**config.mk**
```make
export PLATFORM = sky130hd
export DESIGN_NAME = seg_display_arbiter
export DESIGN_NICKNAME = d
export VERILOG_FILES = /design/src/rtl/seg_disp_pkg.sv /design/src/rtl/seg_display_arbiter_rr_pick.sv /design/src/rtl/seg_display_arbiter.sv
export SDC_FILE = /design/constraint.sdc
export NUM_CORES = 1
export LEC_CHECK = 0
export BUFFER_PORTS_ARGS = -buffer_cell sky130_fd_sc_hd__buf_2
export CAP_MARGIN = 20
export CORE_MARGIN = 2
export CORE_UTILIZATION = 60
export DETAILED_ROUTE_END_ITERATION = 7
export PLACE_DENSITY_LB_ADDON = 0.3
export REMOVE_ABC_BUFFERS = 1
export SKIP_CTS_REPAIR_TIMING = 1
export SLEW_MARGIN = 25
export SYNTH_ARGS = -nofsm -noshare
export SYNTH_HDL_FRONTEND = slang
export SYNTH_SLANG_ARGS = --single-unit
```
**constraint.sdc**
```tcl
create_clock -name i_clk -period 4.8 [get_ports i_clk]
set_input_delay 0.48 -clock i_clk [delete_from_list [all_inputs] [get_ports i_clk]]
set_output_delay 0.48 -clock i_clk [all_outputs]
set_load 0.03 [all_outputs]
```
**src/rtl/seg_disp_pkg.sv**
```systemverilog
// Shared segment constants, FSM state encoding and BCD-to-segment encoder for the display arbiter.
package seg_disp_pkg;

    // Active-low segment patterns, bit6=A ... bit0=G
    localparam logic [6:0] SEG_0     = 7'b0000001;
    localparam logic [6:0] SEG_1     = 7'b1001111;
    localparam logic [6:0] SEG_2     = 7'b0010010;
    localparam logic [6:0] SEG_3     = 7'b0000110;
    localparam logic [6:0] SEG_4     = 7'b1001100;
    localparam logic [6:0] SEG_5     = 7'b0100100;
    localparam logic [6:0] SEG_6     = 7'b0100000;
    localparam logic [6:0] SEG_7     = 7'b0001111;
    localparam logic [6:0] SEG_8     = 7'b0000000;
    localparam logic [6:0] SEG_9     = 7'b0000100;
    localparam logic [6:0] SEG_BLANK = 7'h7F;
    localparam logic [6:0] SEG_DASH  = 7'b1111110;

    typedef enum logic [1:0] {
        S_IDLE,
        S_HOLD,
        S_OPEN
    } state_t;

    function automatic logic [6:0] bcd_to_seg(input logic [3:0] nibble);
        logic [6:0] seg;
        case (nibble)
            4'd0:    seg = SEG_0;
            4'd1:    seg = SEG_1;
            4'd2:    seg = SEG_2;
            4'd3:    seg = SEG_3;
            4'd4:    seg = SEG_4;
            4'd5:    seg = SEG_5;
            4'd6:    seg = SEG_6;
            4'd7:    seg = SEG_7;
            4'd8:    seg = SEG_8;
            4'd9:    seg = SEG_9;
            default: seg = SEG_DASH;
        endcase
        return seg;
    endfunction

endpackage

```
**src/rtl/seg_display_arbiter_rr_pick.sv**
```systemverilog
// Combinational round-robin picker: first asserted request found scanning from ptr+1 upward, wrapping.
module rr_pick
    import seg_disp_pkg::*;
#(
    parameter int P_NREQ = 4,
    parameter int P_PW   = (P_NREQ > 1) ? $clog2(P_NREQ) : 1
) (
    input  logic [P_NREQ-1:0] req,
    input  logic [P_PW-1:0]   ptr,
    output logic [P_NREQ-1:0] gnt,
    output logic [P_PW-1:0]   idx,
    output logic              found
);

    logic [P_PW-1:0] cand;

    always_comb begin
        gnt   = '0;
        idx   = '0;
        found = 1'b0;
        cand  = '0;
        // The pointer itself is visited last, so the current owner only wins when alone.
        for (int i = 1; i <= P_NREQ; i++) begin
            cand = P_PW'((int'(ptr) + i) % P_NREQ);
            if (!found && req[cand]) begin
                found     = 1'b1;
                gnt[cand] = 1'b1;
                idx       = cand;
            end
        end
    end

endmodule

```
**src/rtl/seg_display_arbiter.sv**
```systemverilog
// Round-robin owner of a shared two-digit seven-segment display with minimum hold time and digit scan.
// Optional leading-zero suppression of the tens digit with `define DISP_LZ_BLANK_EN.
module seg_display_arbiter
    import seg_disp_pkg::*;
#(
    parameter int P_NREQ = 4,
    parameter int P_SCAN = 300_000,
    parameter int P_HOLD = 50_000_000
) (
    input  logic                  i_clk,
    input  logic                  i_rst,
    input  logic [P_NREQ-1:0]     i_req,
    input  logic [P_NREQ*8-1:0]   i_bcd,
    output logic [P_NREQ-1:0]     o_gnt,
    output logic                  o_busy,
    output logic [6:0]            o_digitalTube,
    output logic                  o_sel
);

    localparam int PW = (P_NREQ > 1) ? $clog2(P_NREQ) : 1;
    localparam int SW = (P_SCAN > 1) ? $clog2(P_SCAN) : 1;
    localparam int HW = (P_HOLD > 1) ? $clog2(P_HOLD) : 1;
    localparam logic [SW-1:0] SCAN_LAST = SW'(P_SCAN - 1);
    localparam logic [HW-1:0] HOLD_LAST = HW'(P_HOLD - 1);

    state_t            state;
    state_t            state_nxt;
    logic [SW-1:0]     scan_cnt;
    logic              scan_tick;
    logic [HW-1:0]     hold_cnt;
    logic              hold_clr;
    logic [PW-1:0]     rr_ptr;
    logic [P_NREQ-1:0] others_req;
    logic [P_NREQ-1:0] pick_gnt;
    logic [PW-1:0]     pick_idx;
    logic              pick_vld;
    logic              pick_take;
    logic              owner_req;
    logic [P_NREQ-1:0] gnt_nxt;
    logic [7:0]        owner_bcd;
    logic [6:0]        tens_enc;
    logic [6:0]        ones_enc;
    logic [6:0]        seg_tens;
    logic [6:0]        seg_ones;

    // The owner is masked out so any pick is always a different requester.
    assign others_req = i_req & ~o_gnt;
    assign owner_req  = |(i_req & o_gnt);

    rr_pick #(
        .P_NREQ (P_NREQ),
        .P_PW   (PW)
    ) u_rr_pick (
        .req   (others_req),
        .ptr   (rr_ptr),
        .gnt   (pick_gnt),
        .idx   (pick_idx),
        .found (pick_vld)
    );

    always_ff @(posedge i_clk or posedge i_rst) begin
        if (i_rst) begin
            state  <= S_IDLE;
            o_gnt  <= '0;
            rr_ptr <= '0;
        end else begin
            state <= state_nxt;
            o_gnt <= gnt_nxt;
            if (pick_take) begin
                rr_ptr <= pick_idx;
            end
        end
    end

    always_comb begin
        state_nxt = state;
        gnt_nxt   = o_gnt;
        hold_clr  = 1'b0;
        pick_take = 1'b0;
        unique case (state)
            S_IDLE: begin
                if (pick_vld) begin
                    gnt_nxt   = pick_gnt;
                    pick_take = 1'b1;
                    hold_clr  = 1'b1;
                    state_nxt = S_HOLD;
                end
            end
            S_HOLD: begin
                // A drop takes priority over hold expiry in the same cycle.
                if (!owner_req) begin
                    if (pick_vld) begin
                        gnt_nxt   = pick_gnt;
                        pick_take = 1'b1;
                        hold_clr  = 1'b1;
                    end else begin
                        gnt_nxt   = '0;
                        state_nxt = S_IDLE;
                    end
                end else if (hold_cnt == HOLD_LAST) begin
                    state_nxt = S_OPEN;
                end
            end
            S_OPEN: begin
                if (pick_vld) begin
                    gnt_nxt   = pick_gnt;
                    pick_take = 1'b1;
                    hold_clr  = 1'b1;
                    state_nxt = S_HOLD;
                end else if (!owner_req) begin
                    gnt_nxt   = '0;
                    state_nxt = S_IDLE;
                end
            end
            default: begin
                gnt_nxt   = '0;
                state_nxt = S_IDLE;
            end
        endcase
    end

    always_ff @(posedge i_clk or posedge i_rst) begin
        if (i_rst) begin
            hold_cnt <= '0;
        end else if (hold_clr) begin
            hold_cnt <= '0;
        end else if (state == S_HOLD && hold_cnt != HOLD_LAST) begin
            hold_cnt <= hold_cnt + HW'(1);
        end
    end

    assign scan_tick = (scan_cnt == SCAN_LAST);

    always_ff @(posedge i_clk or posedge i_rst) begin
        if (i_rst) begin
            scan_cnt <= '0;
            o_sel    <= 1'b0;
        end else if (scan_tick) begin
            scan_cnt <= '0;
            o_sel    <= ~o_sel;
        end else begin
            scan_cnt <= scan_cnt + SW'(1);
        end
    end

    // Value is taken from the owner-to-be so a new grant and its digits appear together.
    always_comb begin
        owner_bcd = '0;
        for (int k = 0; k < P_NREQ; k++) begin
            if (gnt_nxt[k]) begin
                owner_bcd = owner_bcd | i_bcd[8*k +: 8];
            end
        end
    end

    always_comb begin
        tens_enc = SEG_BLANK;
        ones_enc = SEG_BLANK;
        if (|gnt_nxt) begin
`ifdef DISP_LZ_BLANK_EN
            tens_enc = (owner_bcd[7:4] == 4'd0) ? SEG_BLANK : bcd_to_seg(owner_bcd[7:4]);
`else
            tens_enc = bcd_to_seg(owner_bcd[7:4]);
`endif
            ones_enc = bcd_to_seg(owner_bcd[3:0]);
        end
    end

    always_ff @(posedge i_clk or posedge i_rst) begin
        if (i_rst) begin
            seg_tens <= SEG_BLANK;
            seg_ones <= SEG_BLANK;
        end else if (scan_tick || (gnt_nxt != o_gnt)) begin
            seg_tens <= tens_enc;
            seg_ones <= ones_enc;
        end
    end

    assign o_busy        = |o_gnt;
    assign o_digitalTube = o_sel ? seg_tens : seg_ones;

endmodule

```
# After elaboration in Yosys (flattened, before gate mapping)
# Memories as Yosys holds them, arrays and structs flattened.
# Index checks and enable logic that the tools add are counted.
# classes
addsub,6
magnitude_cmp,8
eq_ne,10
muxes,54
bitwise,10
n_reduce_logical,19
# ops
cell,count
2-to-1 mux 26 bit,2
2-to-1 mux 4 bit,9
2-to-1 mux 8 bit,4
"adder 26 x 1 -> 26 bit, second input constant",1
"equality test 26 bit, second input constant",1
"inequality test 26 bit, second input constant",1
bitwise OR 8 bit,3
2-to-1 mux 7 bit,3
2-to-1 mux 2 bit,10
"adder 19 x 1 -> 19 bit, second input constant",1
"equality test 19 bit, second input constant",1
2-to-1 mux 19 bit,1
2-to-1 mux 1 bit,14
"< comparator 2 x 3 -> 1 bit, second input constant",4
bitwise OR 4 bit,3
one-hot mux 4 bit (3 select lines),1
OR reduction 4 bit,3
"inequality test 3 bit, second input constant",3
AND 4 bit,2
binary-select mux 1 bit (select 2 bit),4
demux 1 bit (select 2 bit),4
">= comparator 2 x 1 -> 1 bit, second input constant",4
logical AND 1 bit,8
one-hot mux 2 bit (3 select lines),1
15 further kinds,19
# totals
ff_bits,68
rom_bits,224
out_inout_bits,13
wordCells,117
n_memories,2
# mem_list
memory,depth,word_bits,read_ports,rd_ports_with_merged_regs,write_ports,line,rtl
(name not given),16,7,1,0,0,seg_disp_pkg.sv:26,case (nibble)
(name not given),16,7,1,0,0,seg_disp_pkg.sv:26,

# Longest topological paths before layout
# An unclocked memory read counts as a cell.
# logic_depth
ltp_word,26
mapped_depth,17
ltp_nobuf,15

# By module
# A second synthesis with hierarchy kept.
# hier_totals
cells_unflattened,559
area_unflattened_um2,5112.4
# by_module_without_submodules
module,n_inst,cells_each,area_each_um2
seg_display_arbiter,1,473,4483.0
rr_pick,1,86,629.4

# Worst setup path after synthesis
# No wires, ideal clock.
# synth_timing
path_type,flip-flop to flip-flop
startpoint,register rr_ptr[0]
endpoint,register seg_tens[2]
arrival_ps,3949
required_ps,4717
setup_slack_ps,767
stages_incl_launch_ff,17
period_less_slack_ps,4033
path_cell_list,dfrtp_1 buf_2 inv_1 ha_1 buf_4 and4b_1 nor4_4 mux2i_1 a2111oi_4 or3_4 a22oi_1 nand2_1 a21oi_1 ha_1 a21oi_1 o31a_1 o32a_1
# synth_between
word_cells_on_any_way,66
cone_classes,4 x add/sub; 8 x order compare; 1 x eq/ne; 34 x mux; 6 x bitwise; 12 x reduce/logical; 1 x memory
# synth_lines
item,line,rtl
from (decl),seg_display_arbiter.sv:32,logic [PW-1:0] rr_ptr;
from (signal assigned),seg_display_arbiter.sv:70,rr_ptr <= pick_idx;
"parallel branches: the longest is 15 deep, another holds < comparator 2 x 3 -> 1 bit",n/a,
one-hot mux 4 bit (3 select lines) (*),seg_display_arbiter.sv:80,unique case (state)
via gnt_nxt[2],seg_display_arbiter.sv:39,logic [P_NREQ-1:0] gnt_nxt;
2-to-1 mux 8 bit,seg_display_arbiter.sv:150,if (gnt_nxt[k]) begin
bitwise OR 8 bit,seg_display_arbiter.sv:151,owner_bcd = owner_bcd | i_bcd[8*k +: 8];
2-to-1 mux 8 bit,seg_display_arbiter.sv:150,
memory (16 x 7 bit),n/a,
2-to-1 mux 7 bit,seg_display_arbiter.sv:159,if (|gnt_nxt) begin
to (signal assigned),seg_display_arbiter.sv:174,seg_tens <= tens_enc;
to (decl),seg_display_arbiter.sv:43,logic [6:0] seg_tens;
# Mark *: on every way through the listed nets, which the timed path passes. The select of a mux whose other input is x is not followed.
# A chain may end at the register's enable or synchronous reset.

# Final worst setup path
# layout_timing
startpoint,register rr_ptr[1]
endpoint,register seg_tens[6]
# The elaborated chain is that of the path after synthesis.

==> flow_summary.ini <==
[synthesis]
synth_xor_area_share_pct = 6.95
syn_inst = 492
yosys.area_share.simple_pct = 23.3
synth.top_cell.area_share_pct = 29.0
yosysWarnings = 0
synth_edf_count = 0
synthArstFlopShare_pct = 100
ys_seq_area_share_pct = 36.9
synth.largest_area_cell = dfrtp_1
avgSynthCellArea_um2 = 9.47
synth_compound_area_share_pct = 17.9
ys_seq_elements = 68
synth_top_family_by_area = simple AND/OR/NAND/NOR gates
synth_fa_ha_area_share_pct = 6.44
synth.distinct_cells = 75
syn_area_um2 = 4660
synth_mux_area_share_pct = 5.37
yosys_most_used_dff = dfrtp_1
synth_area_leaders = dfrtp_1 29%, dfstp_2 7.9%, ha_1 6.4%

[floorplanning]
die_h_um = 92.1
die_w_um = 92.1
pin_count = 51
initial_core_util_pct = 61.3
placeableCoreArea_um2 = 7610
die-area_um2 = 8490
fp-row-count = 32

[timing]
worst_slew_margin_rel_pct = 36.9
worstMarginPinSlew_ns = 0.943
fmax_mhz = 224
drv_slew = 0
rsz0062_at_grt = no
finalSetupTns_ns = 0
setup_viol = 0
finalCriticalPeriod_ns = 4.46
period_share_pct = 92.9
hold_viol_final = 0
clock_skew_ns = 0.0135

[cells_and_area]
drive_gt1_share_pct = 22.0
fin_nets = 608
multiInputGateArea_um2 = 2790
area_growth_pct = 13.0
antenna_cells = 0
seqCellArea_um2 = 1720
fill_cells = 599
layout_common_cells = 57 x nor2_1, 54 x dfrtp_1, 50 x buf_2, 32 x nand2_1, 29 x o21ai_0
final_common_cell = nor2_1

[placement]
dpl.hpwl_mm = 7.84
place.gp.congestion = 0.962
portBuffers = 50

[setup_path]
cp_cell_sequence = inv_1 > ha_1 > and4bb_1 > nor4_4 > mux2i_1 > a2111oi_4 > or3_4 > a22oi_1 > nand2_1 > a21oi_1 > inv_1 > ha_1 > mux2i_1 > nor2_1 > o22a_1
rrSetupSlack_ns = 0.34
path_class = reg -> reg
rr_worst_depth = 15
worstPathArrival_ns = 4.75
cp_data_required_time_ns = 5.09
critPathLaunchType = register
critPathMaxStageDelay_ns = 0.54
r2r_start = rr_ptr[1]
cp-end-kind = register
crit_family = simple AND/OR/NAND/NOR gates
slowest_stage = dfrtp_1
crit_path_max_fanout = 10
r2r-end = seg_tens[6]
path_buf_inv = 2

[grt]
first_global_vias = 3941
grt_use_total_pct = 27.7
overflow = 0
antenna_found_initial = 0
grt_max_degree = 69
grt_pass1_wl_mm = 19.0

[detailed_routing]
drc = 0
wl_mm = 11.2
dr.first_iter.drc_count = 256
post_drt_wl_per_cell_um = 17.1
vias = 4023
antenna_left = 0
vias_per_cell = 6.16
firstDrtPassIters = 4

[run]
drv_cap = 0

[outcome]
status = finished, final reports clean

[power_and_ir_drop]
powerDensity_nw_per_um2 = 822
p_leak_nw = 2.30
p_total_mw = 4.33
peakVddDrop_v = 0.000300

[cts]
cts_num_sinks = 68
numCtsBuffers = 9
cts_root_buf = clkbuf_8
clk-insertion-delay-late_ns = 0.35
cts_tree = done
clk_path_buf_depth = 2
clkTransAtPathRegs_ns = 0.08
cts_htree_levels = 3

[worst_hold_path]
holdCritPathClass = in -> async
==> layer usage <==
| metal | global-route usage, % | part of all wire [%] |
|---|---|---|
| met1 | 38.3 | 44 |
| met2 | 44.8 | 49 |
| met3 | 5.01 | 5.8 |
| met4 | 8.08 | 1.1 |
| met5 | 0 | 0 |
==> cells in the mapped netlist, drive strengths merged, types with 4 or more instances <==
cell type and n:
xor2 21, and3 7, nand3 20, nor4 5, and2 6, nor3 10, xnor2 16, dfrtp 54
o22a 13, o21ai 32, a21oi 24, nor2 57, nand2b 6, clkbuf 8, and4 7, nand2 32
a2111oi 5, nand4 15, nor2b 7, mux2 8, mux2i 7, ha 24, dfstp 14, or3 8
inv 22, buf 5, o22ai 4, or2 5, o31ai 6, o21a 4, mux4 4
==> worst max-delay path by stage <==
stage | start | end | slack [ns] | depth (start not counted)
after floorplan | rr_ptr[0] | seg_tens[2] | 0.71 | 14
after global placement | rr_ptr[1] | seg_ones[3] | 0.62 | 14
after detailed placement | rr_ptr[1] | seg_tens[0] | 0.44 | 15
after CTS | rr_ptr[1] | seg_tens[3] | 0.39 | 14
after global routing | rr_ptr[1] | seg_ones[6] | 0.007 | 15
final | rr_ptr[1] | seg_tens[6] | 0.34 | 15
==> flip-flops by register name (all words and copies together) (netlist names) <==
name and flops:
scan_cnt 19, hold_cnt 26, rr_ptr 2, state 2
seg_tens 7, seg_ones 7, o_sel 1, o_gnt 4
==> where the power goes <==
part           internal, mW  switching [mW]  total (mW)  leakage (nW)
logic                  1.15            1.75        2.90          1.30
registers             0.753           0.106       0.859         0.873
clock network         0.334           0.230       0.564         0.128
==> worst reg2reg max path, cell delays in order, from the launching register on <==
cell       delay [ns]
dfrtp_1          0.54
inv_1            0.22
ha_1             0.49
and4bb_1         0.28
nor4_4           0.44
mux2i_1          0.40
a2111oi_4        0.17
or3_4            0.38
a22oi_1          0.15
nand2_1          0.10
a21oi_1          0.43
inv_1            0.19
ha_1             0.26
mux2i_1          0.14
nor2_1           0.07
o22a_1           0.16
==> kinds of logic (layout without fill, tap and decap cells) <==
family                   Yosys count  count (layout)
AO/OA/AOI/OAI                    113             113
AND/OR/NAND/NOR                  196             196
flip-flops                        68              68
buffers and inverters             35              94
multiplexers                      19              19
XOR/XNOR                          37              37
adder cells (fa/ha/maj)           24              24
==> area by class of cell <==
cell class              count  share of cell area [%]
repair buffers             56                    5.61
inverters                  22                    1.57
well taps                 102                    2.42
multi-input cells         389                    53.0
clock inverters             4                   0.927
flip-flops and latches     68                    32.7
clock buffers              12                    3.78
==> stage by stage <==
| stage | cells | instance area (um^2) | util [%] | hold slack [ns] | worst slack [ns] |
|---|---|---|---|---|---|
| after global placement | 637 | 5020 | 66.0 | 0.456 | 0.622 |
| after detailed placement | 637 | 5020 | 66.0 | 0.456 | 0.436 |
| final | 653 | 5270 | 69.2 | 0.369 | 0.340 |
| after global routing | 653 | 5270 | 69.2 | 0.448 | 0.00729 |
| after CTS | 653 | 5270 | 69.2 | 0.393 | 0.392 |
| after floorplan | 479 | 4590 | - | 0.439 | 0.715 |
No activity file was read; power rests on OpenSTA's default activity.
